### config.mk
export PLATFORM = sky130hd
export DESIGN_NAME = store_buffer
export DESIGN_NICKNAME = d
export VERILOG_FILES = /design/src/rtl/store_buffer.sv
export SDC_FILE = /design/constraint.sdc
export NUM_CORES = 1
export LEC_CHECK = 0
export CORE_MARGIN = 3
export CORE_UTILIZATION = 56
export CTS_BUF_LIST = sky130_fd_sc_hd__clkbuf_8
export DETAILED_ROUTE_END_ITERATION = 6
export GPL_TIMING_DRIVEN = 0
export PLACE_DENSITY_LB_ADDON = 0.3
export SYNTH_ARGS = -nofsm -noshare
export SYNTH_HDL_FRONTEND = slang
export SYNTH_SLANG_ARGS = --single-unit
### constraint.sdc
create_clock -name clk -period 5.9 [get_ports clk]
set_clock_uncertainty 0.1 [all_clocks]
set_input_delay 1.77 -clock clk [delete_from_list [all_inputs] [get_ports clk]]
set_output_delay 1.77 -clock clk [all_outputs]
set_load 0.01 [all_outputs]
### src/rtl/store_buffer.sv
// Posted-store buffer in front of Data_Memory: stores queue in a small FIFO and
// drain on load-free cycles; loads own the port and forward from the youngest match.
module store_buffer #(
  parameter int DEPTH = 4,
  parameter int CW    = 3
) (
  input  logic          clk,
  input  logic          rst_n,
  input  logic          st_valid,
  input  logic [31:0]   st_addr,
  input  logic [31:0]   st_data,
  output logic          st_ready,
  input  logic          ld_valid,
  input  logic [31:0]   ld_addr,
  output logic          ld_hit,
  output logic [31:0]   ld_fwd_data,
  output logic [31:0]   dm_address,
  output logic [31:0]   dm_writedata,
  output logic          dm_memwrite,
  output logic          dm_memread,
  output logic [CW-1:0] count,
  output logic          full,
  output logic          empty
);

  localparam int PW = (DEPTH > 1) ? $clog2(DEPTH) : 1;

  logic [PW-1:0]    rd_ptr_reg, wr_ptr_reg;
  logic [CW-1:0]    count_reg, count_next;
  logic [DEPTH-1:0] valid_reg;
  logic [31:0]      addr_reg [DEPTH];
  logic [31:0]      data_reg [DEPTH];
  logic [DEPTH-1:0] match;
  logic [PW-1:0]    fwd_idx;
  logic             push, pop;

  assign full     = (count_reg == CW'(DEPTH));
  assign empty    = (count_reg == '0);
  assign st_ready = !full;
  assign count    = count_reg;

  // A full buffer refuses stores even when it drains this cycle.
  assign push = st_valid && !full;
  assign pop  = !ld_valid && !empty;

  generate
    for (genvar gi = 0; gi < DEPTH; gi++) begin : g_match
      assign match[gi] = valid_reg[gi] && (addr_reg[gi][31:2] == ld_addr[31:2]);
    end
  endgenerate

  // Walk oldest to youngest so the last hit found is the youngest store.
  always_comb begin
    ld_hit      = 1'b0;
    ld_fwd_data = '0;
    fwd_idx     = '0;
    for (int k = 0; k < DEPTH; k++) begin
      fwd_idx = rd_ptr_reg + PW'(k);
      if (match[fwd_idx]) begin
        ld_hit      = 1'b1;
        ld_fwd_data = data_reg[fwd_idx];
      end
    end
  end

  always_comb begin
    dm_address   = '0;
    dm_writedata = '0;
    dm_memwrite  = 1'b0;
    dm_memread   = 1'b0;
    if (ld_valid) begin
      dm_memread = 1'b1;
      dm_address = ld_addr;
    end else if (!empty) begin
      dm_memwrite  = 1'b1;
      dm_address   = addr_reg[rd_ptr_reg];
      dm_writedata = data_reg[rd_ptr_reg];
    end
  end

  always_comb begin
    count_next = count_reg;
    case ({push, pop})
      2'b10:   count_next = count_reg + CW'(1);
      2'b01:   count_next = count_reg - CW'(1);
      default: count_next = count_reg;
    endcase
  end

  always_ff @(posedge clk or negedge rst_n) begin
    if (!rst_n) begin
      rd_ptr_reg <= '0;
      wr_ptr_reg <= '0;
      count_reg  <= '0;
      valid_reg  <= '0;
    end else begin
      count_reg <= count_next;
      if (push) wr_ptr_reg <= wr_ptr_reg + PW'(1);
      if (pop)  rd_ptr_reg <= rd_ptr_reg + PW'(1);
      // Push and pop never target the same slot: that needs full or empty.
      for (int i = 0; i < DEPTH; i++) begin
        if (push && (wr_ptr_reg == PW'(i)))
          valid_reg[i] <= 1'b1;
        else if (pop && (rd_ptr_reg == PW'(i)))
          valid_reg[i] <= 1'b0;
      end
    end
  end

  always_ff @(posedge clk) begin
    if (push) begin
      addr_reg[wr_ptr_reg] <= st_addr;
      data_reg[wr_ptr_reg] <= st_data;
    end
  end

endmodule

### Word level (Yosys, flattened, before mapping)

Memory sizes are Yosys's and may differ from the RTL's.
Index checks and enable logic that the tools add are counted.

* bits in registers: 11
* RAM bits: 256
* bits of input ports: 100
* word-level logic and storage cells: 91
* memories kept: 2

Memory list
* addr_reg: words 4, width 32, read ports 5, clocked after Yosys merged registers in 0, wr ports 1, line 31 `logic [31:0] addr_reg [DEPTH];`
* data_reg: words 4, width 32, read ports 4, clocked after Yosys merged registers in 0, wr ports 1, line 32 `logic [31:0] data_reg [DEPTH];`

* add/sub/neg operators: 6
* order comparisons: 4
* equality and inequality tests: 13
* multiplexer cells: 34
* reduce and logical (&&, ||, !) cells: 25

Operators by type and width (number)
* $mux W32: 8
* $eq A30 B30 Y1: 4
* $mux W1: 21
* $logic_and A1 B1 Y1: 14
* $lt A2 B3 Y1 const B: 4
* $eq A2 B2 Y1 const B: 5
* $reduce_bool A2 Y1: 5
* $bmux W1 S2: 4
* $eq A2 B1 Y1 const B: 3
* $pmux W3 S2: 1
* $add A2 B1 Y2 const B: 2
* $add A2 B2 Y2 const B: 2
* $logic_not A2 Y1: 2
* $add A3 B1 Y3 const B: 1
* $eq A3 B3 Y1 const B: 1
* $logic_not A1 Y1: 3
* $logic_not A3 Y1: 1
* $sub A3 B1 Y3 const B: 1

### Logic depth before layout (Yosys ltp)

Gate-level depths: netlist (run 1).

* word-level depth: 8
* gate-level depth with buffers: 11
* gate-level depth less buffers: 10

### Worst setup path after synthesis (run 1)

No wires, ideal clock.

* path type: input port to output port
* from: input port ld_addr[14]
* to: output port ld_fwd_data[10]
* arrival time: 3.674 ns
* data required time: 4.030 ns
* path slack: 0.356 ns
* stages on the path: 10
* buffers on the path: 3
* path through: buf_2 -> xnor2_1 -> nand4_1 -> or4_4 -> nor4_4 -> nor4_1 -> and2_1 -> buf_6 -> buf_6 -> a32oi_2

* longest elaborated chain between the ends: 8
* elaborated cells between the ends (all ways): 20
* those cells by class: eq/ne (4); mux (12); reduce/logical (4)

RTL lines
* start, declared: line 14 `input logic [31:0] ld_addr,`
* $eq A30 B30 Y1: line 48 `assign match[gi] = valid_reg[gi] && (addr_reg[gi][31:2] == ld_addr[31:2]);`
* $logic_and A1 B1 Y1: line 48
* $bmux W1 S2: line 59 `if (match[fwd_idx]) begin`
* $mux W1 (not written as such): line 59
* $mux W32 (3 in a row): line 59
* $mux W32 *: line 59
* end, declared: line 16 `output logic [31:0] ld_fwd_data,`

Every way passes the cells marked *; elsewhere a longest branch is shown, timed or not. The select of a mux whose other input is x is not followed.

### Worst setup path after layout (run 1)

* from: input port ld_addr[22]
* to: output port ld_fwd_data[29]

Same word-level chain as after synthesis.

==> results.md, run 1 <==
- Final Power: 8450 uW
- CP Class: primary input to output pin
- Setup crit end: ld_fwd_data[29]
- Die Area: 0.0297 mm2
- Register area: 0.00796 mm2
- CP top delay family: simple AND/OR/NAND/NOR gates
- Setup TNS: -2.20 ns
- Sink Count: 267
- Vias: 11,073
- Synth top area share: 49.6%
- Biggest area consumer among synthesized cells: edfxtp_1
- Pin count of the biggest net entering global routing: 41
- Die Span Y: 172 um
- Die width: 172 um
- Layout area overhead: 27.7%
- Number of buffers created by CTS: 44
- Post-Synthesis Cell Area: 0.0155 mm2
- First-pass GRT wire length: 65,900 um
- FF-to-FF setup slack: 3.06 ns
- Setup crit start kind: primary input
- Pre-Repair DR Iteration Count: 6
- Leak: 0.00675 uW
- Worst vdd ir: 234 uV
- RSZ-0062 raised after global routing: yes
- Iteration-0 DRC Markers: 1,501
- Most common cell after layout, fill and taps aside: edfxtp_1
- WP data required: 4.03 ns
- Failing checks: setup timing
- Clock root buffer: clkbuf_8
- CP Buf/Inv Count: 3
- Asr flop ratio synth: 4.12%
- Post-CTS Hold Buffers: 0
- Final setup viols: 32
- EDFF count, synth: 256
- Antenna-violating nets left: 0
- Worst reg-to-reg path cell count: 9
- Multi-input combinational cell area: 0.00777 mm2
- Fin. Hold Viols: 0
- Grt met1 use: 41.8%
- Via density: 6.75
- Post-layout util: 73.1%
- Clock Latency Late Sink: 0.56 ns
- Max clock buf depth: 3
- RePlAce Congestion: 0.896
- Worst Setup End Kind: output pin
- Fmax: 166 MHz
- Final nets: 1,341
- Pins Over Slew Limit: 0
- Hpwl dp: 30,100 um
- Syn Inst Count: 990
- Filler cells: 1,672
- CTS tree: built
- Sequential share of the synthesized area: 51.3%
- Max_slew headroom: 34.3%
- CP Max Fanout: 10
- Reg clk slew, reported paths: 0.06 ns
- Synth Warn #: 0
- Met3 Use GR: 5.74%
- Ports: 205
- Initial Util: 57.2%
- Final period utilization: 102%
- Top post-synthesis cells by area: edfxtp_1 50%, mux4_2 23%, xnor2_1 3.6%
- Status: finished with violations
- Commonest cells after routing, fill and taps aside: 256 x edfxtp_1, 160 x mux4_2, 140 x clkdlybuf4s50_1, 68 x nand2_1, 57 x xor2_1
- # port buffers: 173
- Routed wire length: 45,400 um
- Aggregate global routing overflow: 0
- Launch point of the worst path: ld_addr[22]
- Worst Path Arrival: 4.15 ns
- DRC viols: 0
- Tightest Pin Transition: 0.985 ns
- Met2 Usage GRT: 47.9%
- Overall Global Routing Usage: 29.9%
- Vias in the first global route: 10,970
- Main synth FF type: edfxtp_1
- Pwr/cell area: 427 mW/mm2
- Worst path cell trace: buf_4, xnor2_2, nand4_1, or4_4, nor3_4, a2111o_2, buf_8, nand2_1, a32oi_2, buf_2
- Synth Area per Inst: 15.7 um2
- Max-Cap Viols: 0
- Setup ws final: -0.118 ns
- Core Area: 0.0271 mm2
- DP Area: 0.0178 mm2
- WL/cell: 27.6 um
- Worst R2R End: count[2]$_DFFE_PN0P_
- Final Critical Period: 6.02 ns
- Cell Rows: 60
- Worst path max stage delay: 0.65 ns
- Worst hold path class: register to register
- RR Startpoint: count[0]$_DFFE_PN0P_
- Post-route cell area: 0.0198 mm2
- CTS HTree Levels: 2
- Layer with the highest usage: met2
- Share of layout cells above drive strength 1: 38.2%
- CP Depth: 10
- Initial antenna violation count: 4
- Critical-path top delay cell: or4_4
- FF+latch count, synth: 267
- Synth unique cells: 37
- Synth Net Count: 1,100
[per-stage QoR]
step | hold slack, ns | cells | setup slack [ns]
global route | 0.416 | 1641 | -0.132
global placement | 0.361 | 1535 | -1.36
floorplan | 0.349 | 990 | 0.356
finish | 0.392 | 1641 | -0.118
CTS | 0.387 | 1632 | -0.0453
detailed placement | 0.375 | 1539 | -1.43
[worst reg2reg max path, cell delays in order, from the launching register on]
cell and delay [ns]:
dfrtp_1 0.40, nor3_1 0.12, nor2_2 0.33, clkbuf_1 0.66
ha_1 0.31, inv_1 0.06, fa_1 0.37, xor2_1 0.15
nor2_1 0.11, xor2_1 0.16
[timing repair]
| item | in CTS | in global routing |
|---|---|---|
| endpoints found under the setup margin | 39 | 57 |
| buffers inserted | 11 | 4 |
| cloned | 1 | 4 |
| resized for setup | 262 | 93 |
| hold endpoints to repair | 0 | 0 |
| pin swaps | 36 | 22 |
[synthesized netlist by cell type (19+ instances only)]
cell type / instances
nor4_1: 19
a22o_1: 32
nand4_1: 20
xor2_1: 62
buf_2: 42
nand3_1: 33
edfxtp_1: 256
clkbuf_1: 42
xnor2_1: 63
o21ai_1: 30
mux4_2: 160
a32oi_2: 29
and2_1: 34
nand2_1: 73
[worst min-delay path by stage]
stage                     slack [ns]                        to                      from  depth (start not counted)
final                           0.39  valid_reg[0]$_DFFE_PN0P_  valid_reg[0]$_DFFE_PN0P_                          1
after global routing            0.42  valid_reg[3]$_DFFE_PN0P_  valid_reg[3]$_DFFE_PN0P_                          1
after CTS                       0.39  valid_reg[1]$_DFFE_PN0P_  valid_reg[1]$_DFFE_PN0P_                          1
after detailed placement        0.37  valid_reg[1]$_DFFE_PN0P_  valid_reg[1]$_DFFE_PN0P_                          1
after global placement          0.36  valid_reg[0]$_DFFE_PN0P_  valid_reg[0]$_DFFE_PN0P_                          1
after floorplan                 0.35  valid_reg[0]$_DFFE_PN0P_  valid_reg[0]$_DFFE_PN0P_                          1
[cell type report]
| class | count | share of cell area, % |
|---|---|---|
| multi-input combinational | 610 | 39.2 |
| clock inverter | 33 | 0.695 |
| sequential | 267 | 40.2 |
| timing repair buffer | 196 | 9.79 |
| clock buffer | 48 | 3.33 |
| inverter | 9 | 0.170 |
| tap | 372 | 2.35 |
| buffer | 103 | 4.25 |
| antenna | 3 | 0.0379 |
[power by group]
part	total [uW]	leakage [uW]	internal (uW)	switching, uW
logic	4160	0.00379	2110	2050
clock network	1490	0.000480	750	742
registers	2800	0.00247	2530	271
total	8450	0.00675	5390	3060
[cell families (layout without fill, tap and decap cells)]
| group | count (synthesis) | in the layout | synth area share [%] |
|---|---|---|---|
| flip-flops | 267 | 267 | 51.3 |
| other | 0 | 3 | 0 |
| buffers and inverters | 113 | 389 | 3.75 |
| multiplexers | 161 | 161 | 23.3 |
| AO/OA/AOI/OAI | 104 | 104 | 6.48 |
| AND/OR/NAND/NOR | 210 | 210 | 7.23 |
| adder cells (fa/ha/maj) | 10 | 10 | 0.855 |
| XOR/XNOR | 125 | 125 | 7.06 |
[routing by layer]
layer | wire length, um | share of wire [%] | vias up
met3 | 5330 | 12 | 119
met5 | 20 | 0.044 | -
li1 | - | - | 4503
met1 | 16200 | 36 | 5556
met4 | 1490 | 3.3 | 2
met2 | 22300 | 49 | 893
No activity file was read; power rests on OpenSTA's default activity.
==> run 2, diff against run 1 <==
--- a/config.mk
+++ b/config.mk
@@ -5,12 +5,16 @@
 export SDC_FILE = /design/constraint.sdc
 export NUM_CORES = 1
 export LEC_CHECK = 0
+export CELL_PAD_IN_SITES_DETAIL_PLACEMENT = 0
+export CELL_PAD_IN_SITES_GLOBAL_PLACEMENT = 2
 export CORE_MARGIN = 3
-export CORE_UTILIZATION = 56
+export CORE_UTILIZATION = 42
 export CTS_BUF_LIST = sky130_fd_sc_hd__clkbuf_8
 export DETAILED_ROUTE_END_ITERATION = 6
+export GPL_ROUTABILITY_DRIVEN = 0
 export GPL_TIMING_DRIVEN = 0
 export PLACE_DENSITY_LB_ADDON = 0.3
+export SKIP_CTS_REPAIR_TIMING = 1
 export SYNTH_ARGS = -nofsm -noshare
 export SYNTH_HDL_FRONTEND = slang
 export SYNTH_SLANG_ARGS = --single-unit
==> run 2 against run 1 <==
The flow still finishes with violations (setup timing). Design area is 1.7% higher. Sequential power hardly changed. Non-clock buffer count is 3 higher. Cell count is 5.9% higher. Flip-flop and latch count stayed put. Utilization is 17 points lower. Die area is 32% higher. Critical endpoint is now ld_fwd_data[8]. Highest routed layer unchanged.
==> results.md, run 2 (same netlist as run 1, synthesis figures left out) <==
- Fin. Hold Viols: 0
- Worst path cell trace: buf_12, xnor2_4, nand4_1, or4_4, nor4_4, nor4_4, and2_4, buf_12, clkbuf_16, a32oi_2, buf_2
- Reg clk slew, reported paths: 0.05 ns
- Layout area overhead: 30.0%
- Commonest cells after routing, fill and taps aside: 256 x edfxtp_1, 160 x mux4_2, 140 x clkdlybuf4s50_1, 66 x nand2_1, 53 x xor2_1
- Max clock buf depth: 3
- Aggregate global routing overflow: 0
- Max-Cap Viols: 0
- Sink Count: 267
- CP Max Fanout: 8
- Die Span Y: 198 um
- CP top delay family: simple AND/OR/NAND/NOR gates
- Final Critical Period: 5.99 ns
- FF-to-FF setup slack: 3.04 ns
- Cell Rows: 69
- Max_slew headroom: 25.4%
- Clock Latency Late Sink: 0.57 ns
- Status: finished with violations
- # port buffers: 173
- Vias in the first global route: 10,702
- WL/cell: 27.3 um
- Worst vdd ir: 236 uV
- Post-layout util: 56.0%
- Overall Global Routing Usage: 23.7%
- Via density: 6.00
- Pre-Repair DR Iteration Count: 5
- RSZ-0062 raised after global routing: yes
- Most common cell after layout, fill and taps aside: edfxtp_1
- CP Class: primary input to output pin
- Antenna-violating nets left: 0
- Final nets: 1,349
- Pin count of the biggest net entering global routing: 41
- Fin cells: 1,737
- Iteration-0 DRC Markers: 766
- Share of layout cells above drive strength 1: 37.6%
- Final setup viols: 31
- Register share of total power: 32.5%
- Worst Setup End Kind: output pin
- Final Power: 8610 uW
- Leak: 0.00681 uW
- Setup TNS: -1.90 ns
- Clock share of power: 19.0%
- Logic pwr share: 48.5%
- Failing checks: setup timing
- Hold slack: 0.398 ns
- CP Depth: 11
- Pwr/cell area: 427 mW/mm2
- Setup crit start kind: primary input
- DRC viols: 0
- Die width: 198 um
- Critical-path top delay cell: or4_4
- Internal power: 5530 uW
- Pins Over Slew Limit: 0
- Initial antenna violation count: 4
- Placed insts: 1,628
- CTS HTree Levels: 2
- Initial Util: 43.1%
- Tightest Pin Transition: 1.12 ns
- Worst reg-to-reg path cell count: 9
- Switching pwr: 3080 uW
- Hpwl dp: 32,700 um
- Fmax: 167 MHz
- CP Buf/Inv Count: 4
- Setup ws final: -0.0944 ns
- Clock root buffer: clkbuf_8
- Die Area: 0.0393 mm2
- Number of buffers created by CTS: 49
- Sw Share: 35.8%
- WP data required: 4.03 ns
- Routed wire length: 47,500 um
- Core Area: 0.0360 mm2
- WHS Path Cells: 1
- CTS tree: built
- Worst path max stage delay: 0.63 ns
- Worst Path Arrival: 4.12 ns
- First-pass GRT wire length: 68,700 um
- Final period utilization: 102%
- Ports: 205
- Vias: 10,430
- Worst hold path class: register to register
## run 2: final timing paths
kind / startpoint / end
hold / removal: valid_reg[1]$_DFFE_PN0P_ / valid_reg[1]$_DFFE_PN0P_
hold reg to reg: valid_reg[1]$_DFFE_PN0P_ / valid_reg[1]$_DFFE_PN0P_
min in group asynchronous: rst_n / valid_reg[2]$_DFFE_PN0P_
setup reg to reg: count[2]$_DFFE_PN0P_ / count[2]$_DFFE_PN0P_
setup / recovery: ld_addr[21] / ld_fwd_data[8]
max in group asynchronous: rst_n / rd_ptr_reg[0]$_DFFE_PN0P_
## run 2: cell type report
type	count	area (um2)
Sequential cell	267	7960
Antenna cell	1	2.50
Inverter	9	33.8
Multi-Input combinational cell	610	7890
Clock inverter	36	195
Fill cell	2924	15800
Clock buffer	51	702
Buffer	103	858
Tap cell	461	577
Timing Repair Buffer	199	1940
## run 2: per-layer routing
| metal | up-vias | track usage, % | share of wire (%) |
|---|---|---|---|
| li1 | 4511 | - | - |
| met1 | 5388 | 31.9 | 40 |
| met2 | 451 | 39.9 | 50 |
| met3 | 76 | 4.58 | 7.7 |
| met4 | 4 | 6.03 | 2.0 |
| met5 | - | 0 | 0.057 |
## run 2: through the flow
step	worst slack, ns	area, um2
6_report	-0.0944	20200
3_3_place_gp	-1.61	17800
5_1_grt	-0.176	20200
2_1_floorplan	0.356	15500
4_1_cts	-1.29	18800
3_5_place_dp	-1.27	17900
## run 2: power by group through the flow
| stage | registers [uW] | logic (uW) | clock network [uW] |
|---|---|---|---|
| global route | 2840 | 4460 | 1770 |
| floorplan | 2750 | 2740 | 0 |
| global placement | 2830 | 4060 | 0 |
| detailed placement | 2800 | 4090 | 0 |
| finish | 2800 | 4180 | 1640 |
| CTS | 2760 | 4110 | 1680 |
